[src/rtl/addsub_pkg.sv]
// Shared types and elaboration helpers for the serial adder/subtractor.
// Sizing functions derive the digit-step count and counter width.
package addsub_pkg;

    typedef enum logic [1:0] {
        IDLE,
        RUN,
        FIN
    } state_t;

    function automatic int num_steps(input int w, input int d);
        return w / d;
    endfunction

    function automatic int cnt_width(input int w, input int d);
        int n;
        n = w / d;
        return (n <= 1) ? 1 : $clog2(n);
    endfunction

    function automatic bit params_ok(input int w, input int d);
        return (w >= 2) && (d >= 1) && (d <= w) && ((w % d) == 0);
    endfunction

endpackage

[src/rtl/digit_adder.sv]
// Combinational DIGIT-bit ripple slice of the serial adder.
// c_msb is the carry into the slice's top bit, used for overflow.
module digit_adder #(
    parameter int DIGIT = 2
) (
    input  logic [DIGIT-1:0] a,
    input  logic [DIGIT-1:0] b,
    input  logic             cin,
    output logic [DIGIT-1:0] sum,
    output logic             cout,
    output logic             c_msb
);

    logic [DIGIT:0] c;

    always_comb begin
        c     = '0;
        sum   = '0;
        c[0]  = cin;
        for (int i = 0; i < DIGIT; i++) begin
            sum[i]   = a[i] ^ b[i] ^ c[i];
            c[i+1]   = (a[i] & b[i]) | (c[i] & (a[i] ^ b[i]));
        end
        cout  = c[DIGIT];
        c_msb = c[DIGIT-1];
    end

endmodule

[src/rtl/serial_adder_subtractor.sv]
// Multi-cycle two's-complement adder/subtractor, DIGIT bits per clock.
// Results build in a shadow register and publish on the final step.
module serial_adder_subtractor
    import addsub_pkg::*;
#(
    parameter int WIDTH = 6,
    parameter int DIGIT = 2
) (
    input  logic             clk,
    input  logic             rst_n,
    input  logic [WIDTH-1:0] a,
    input  logic [WIDTH-1:0] b,
    input  logic             s,
    input  logic             start,
    output logic             busy,
    output logic             done,
    output logic [WIDTH-1:0] answer,
    output logic             cout,
    output logic             ovf,
    output logic             zero
);

    localparam int N  = num_steps(WIDTH, DIGIT);
    localparam int CW = cnt_width(WIDTH, DIGIT);

    if (!params_ok(WIDTH, DIGIT)) begin : g_bad_params
        $error("serial_adder_subtractor: bad WIDTH/DIGIT");
    end

    state_t           state_q;
    state_t           state_d;
    logic             load;
    logic             step;
    logic             last;
    logic [CW-1:0]    cnt;
    logic [WIDTH-1:0] opa;
    logic [WIDTH-1:0] opb;
    logic [WIDTH-1:0] shadow;
    logic [WIDTH-1:0] res_next;
    logic             carry;
    int               idx;
    logic [DIGIT-1:0] da;
    logic [DIGIT-1:0] db;
    logic [DIGIT-1:0] dsum;
    logic             dcout;
    logic             dmsb;

    assign last = (cnt == CW'(N - 1));
    assign busy = (state_q == RUN);
    assign done = (state_q == FIN);

    always_comb begin
        state_d = state_q;
        load    = 1'b0;
        step    = 1'b0;
        unique case (state_q)
            IDLE: begin
                if (start) begin
                    state_d = RUN;
                    load    = 1'b1;
                end
            end
            RUN: begin
                step = 1'b1;
                if (last) begin
                    state_d = FIN;
                end
            end
            FIN: begin
                if (start) begin
                    state_d = RUN;
                    load    = 1'b1;
                end else begin
                    state_d = IDLE;
                end
            end
            default: state_d = IDLE;
        endcase
    end

    // Current digit of each operand, and the result with it merged in.
    always_comb begin
        idx      = int'(cnt) * DIGIT;
        da       = opa[idx +: DIGIT];
        db       = opb[idx +: DIGIT];
        res_next = shadow;
        res_next[idx +: DIGIT] = dsum;
    end

    digit_adder #(
        .DIGIT(DIGIT)
    ) u_slice (
        .a    (da),
        .b    (db),
        .cin  (carry),
        .sum  (dsum),
        .cout (dcout),
        .c_msb(dmsb)
    );

    always_ff @(posedge clk or negedge rst_n) begin
        if (!rst_n) begin
            state_q <= IDLE;
            cnt     <= '0;
            opa     <= '0;
            opb     <= '0;
            carry   <= 1'b0;
            shadow  <= '0;
        end else begin
            state_q <= state_d;
            if (load) begin
                opa   <= a;
                opb   <= s ? ~b : b;
                carry <= s;
                cnt   <= '0;
            end else if (step) begin
                shadow <= res_next;
                carry  <= dcout;
                cnt    <= last ? '0 : cnt + CW'(1);
            end
        end
    end

    always_ff @(posedge clk or negedge rst_n) begin
        if (!rst_n) begin
            answer <= '0;
            cout   <= 1'b0;
            ovf    <= 1'b0;
            zero   <= 1'b1;
        end else if (step && last) begin
            answer <= res_next;
            cout   <= dcout;
            ovf    <= dcout ^ dmsb;
            zero   <= (res_next == '0);
        end
    end

endmodule

[config.mk]
export PLATFORM = sky130hd
export DESIGN_NAME = serial_adder_subtractor
export DESIGN_NICKNAME = d
export VERILOG_FILES = /design/src/rtl/addsub_pkg.sv /design/src/rtl/digit_adder.sv /design/src/rtl/serial_adder_subtractor.sv
export SDC_FILE = /design/constraint.sdc
export NUM_CORES = 1
export LEC_CHECK = 0
export BUFFER_PORTS_ARGS = -buffer_cell sky130_fd_sc_hd__buf_4
export CAP_MARGIN = 25
export CORE_MARGIN = 2
export CORE_UTILIZATION = 50
export DETAILED_ROUTE_END_ITERATION = 10
export PLACE_DENSITY = 0.72
export SYNTH_ARGS = -nofsm -noshare
export SYNTH_HDL_FRONTEND = slang
export SYNTH_SLANG_ARGS = --single-unit
[constraint.sdc]
create_clock -name clk -period 2.7 [get_ports clk]
set_input_delay 0.54 -clock clk [delete_from_list [all_inputs] [get_ports clk]]
set_output_delay 0.54 -clock clk [all_outputs]
set_load 0.01 [all_outputs]
==> key figures <==
Yosys
  • Net Count, Synth: 191
  • Register area share after synthesis: 47.5%
  • Distinct cell type count after synthesis: 33
  • Netlist Area Pre-Place: 1690 um^2
  • Post-Syn Area per Cell: 10.1 um^2
  • Yosys warns: 0
  • Gate Count Post-Synth: 167
  • Register bit total from synthesis: 32
  • Synth top area cells: dfrtp_1, nand2_1, ha_1
  • Top-area cell type share of the netlist area: a little under half
  • Post-synth top area cell: dfrtp_1

STA
  • Final Hold Vio Count: 0
  • Final worst clock skew: 0.00275 ns
  • Final Critical Period: 2.55 ns
  • Period utilization: 94.5%
  • Worst Max-Slew Pin Slew: 0.657 ns
  • Slew margin rel.: 56.2%
  • Finish-stage setup viols: 0
  • Final setup TNS: 0 ns
  • Max Slew Vio Count: 0
  • FMAX: 392 MHz

Critical path
  • CP Class: reg2reg
  • CP endpoint kind: flip-flop
  • CP Launch Type: flip-flop
  • CP required: 2.96 ns
  • Crit-path slowest cell: fa_1
  • Worst R2R Path Depth: 9
  • RR Startpoint: cnt[1]
  • R2r setup slk: 0.15 ns
  • Critical path data arrival time: between 2 and 3 ns
  • Worst Path Max Fanout: 8
  • CP most frequent cell: fa_1
  • R2R Path End: zero
  • Buf/Inv on CP: 1
  • Cell family with most CP delay: adder cells
  • CP cell instances: mux2i_1 -> o21ai_0 -> fa_1 -> inv_1 -> fa_1 -> nor4bb_4 -> mux2i_4 -> o2111ai_1 -> o21ai_1
  • Max incr delay on CP: 0.49 ns

Die
  • Core Region: 3280 um^2
  • Die width: 62.1 um
  • DIE HEIGHT: approximately 62 um
  • IO Pins: 27
  • Initial Util: 51.4%
  • Number of core rows: 21
  • Die area: 3860 um^2

Finish
  • Most frequent cells in the layout: nand2_1, buf_4, dfrtp_1
  • Commonest non-fill, non-tap cell in the layout: nand2_1
  • FF+latch area: 803 um^2
  • Nets: 220
  • Footprint of the multi-input gates: 790 um^2
  • Share of post-route cells with drive strength above 1: 23.4%
  • Fill cells: 291
  • Post-route insts no fill: 243
  • N_diodes: 0
  • Area growth, synth to finish: 16.8%
  • Final instance area: 1970 um^2

Placement
  • Post-place instance area: 1890 um^2
  • Port Buffers: 26
  • Post-detailed-placement half-perimeter wirelength: 2250 um
  • Dpl cells: 233
  • Placer Congestion: a little under 0.8

Pwr
  • Net Sw Power: between 0.9 and 1 mW
  • Clock network power share: between 10% and 20%
  • Reg power frac: 34.9%
  • PD cells: 1200 nW/um^2
  • VDD IR max: 0.476 mV
  • Int Power: 1.38 mW
  • Combinational power share: between 50 and 60%
  • Sw Ratio: 42.0%
  • Lkg Pwr: 0.938 nW

Clock network
  • CTS buffer count: 5
  • Sink Count: 32
  • TritonCTS clock tree: done
  • Worst skew pair latency: roughly 0.33 ns
  • H-tree depth: 2
  • CTS root buf: clkbuf_4
  • CTS max path bufs: 2
  • Clk pin slew, worst setup/hold paths: 0.09 ns

Drt
  • DRT iter0 DRCs: 20
  • Final antenna-violating net count: 0
  • Total wire length: 3010 um
  • Drt wl/cell: around 12 um
  • Vias: 1,235
  • Remaining DRCs: 0
  • TritonRoute pass-1 iters: 4
  • Drt via density: 5.08

Run status
  • Outcome: completed

Global route
  • Overall Global Routing Usage: 17.5%
  • Global-route wire length before repair: 5290 um
  • Initial antenna violation count: 0
  • Pin count of the biggest net entering global routing: 33
  • Grt total ovfl: 0
  • Vias in the first global route: 1,210

Min path
  • Min-delay worst type: in2async

Flow run
  • Max cap viols: 0
synthesized netlist by cell type, drive strengths merged:
library cell and n:
nand2 39, dfrtp 31, o21ai 19, nor2 10, buf 8, inv 8
mux2i 8, a21oi 6, ha 6, xnor2 6, nor2b 3, a22o 2
a22oi 2, a32o 2, fa 2, mux2 2, o2111ai 2, a211oi 1
and2b 1, and4bb 1, clkbuf 1, dfstp 1, nand2b 1, nand3b 1
nor3 1, nor4b 1, nor4bb 1, xor2 1
logic make-up after synthesis:
| family | count (synthesis) | share of synthesized area (%) |
|---|---|---|
| compound gates | 34 | 12.0 |
| simple gates | 59 | 17.1 |
| fa+ha+maj | 8 | 6.82 |
| mux | 10 | 7.04 |
| flops | 32 | 47.5 |
| xor+xnor | 7 | 3.63 |
| buf+inv | 17 | 5.86 |
registers in the layout (all words and copies together), names as in the netlist:
signal,cells
shadow,6
state_q,2
ovf,1
zero,1
carry,1
cout,1
cnt,2
opb,6
answer,6
opa,6
how the worst max path moves through the flow:
stage | start | endpoint | slack [ns] | depth (start not counted)
detailed placement | cnt[1] | zero | 0.04 | 10
floorplan | cnt[0] | zero | 0.14 | 12
global placement | cnt[1] | zero | 0.17 | 9
finish | cnt[1] | zero | 0.15 | 9
global route | cnt[1] | zero | -0.02 | 9
CTS | cnt[1] | zero | 0.03 | 10
cell type report:
type                    instances  share of cell area, %
well taps                      46                   2.92
flip-flops and latches         32                   40.7
multi-input cells             118                   40.0
repair buffers                 31                   11.8
inverters                       8                   1.52
clock buffers                   8                   2.98
metal layers:
layer	share of wire [%]	global-route usage, %
met1	44	19.3
met2	48	31.0
met3	6.2	6.34
met4	1.8	6.39
met5	0	0
power groups by stage:
stage / sequential [mW] / clock [mW] / combinational, mW
6_report: 0.826 / 0.282 / 1.26
2_1_floorplan: 0.813 / 0 / 0.969
3_5_place_dp: 0.838 / 0 / 1.24
5_1_grt: 0.858 / 0.320 / 1.40
4_1_cts: 0.828 / 0.291 / 1.24
3_3_place_gp: 0.830 / 0 / 1.21
per-stage QoR:
step	power [mW]	hold slack [ns]	setup slack [ns]	util, %
final	2.37	0.125	0.147	60.0
after global routing	2.58	0.134	-0.0163	60.0
after detailed placement	2.08	0.459	0.0427	57.7
after CTS	2.36	0.129	0.0251	59.5
after floorplan	1.78	0.244	0.145	-
after global placement	2.04	0.457	0.168	57.7
repair_timing:
| action | in CTS | in global routing |
|---|---|---|
| setup buffers | 0 | 2 |
| hold buffers | 0 | 0 |
| endpoints found under the setup margin | 0 | 5 |
| resized for setup | 0 | 2 |
Power figures use the tool's default switching activity.
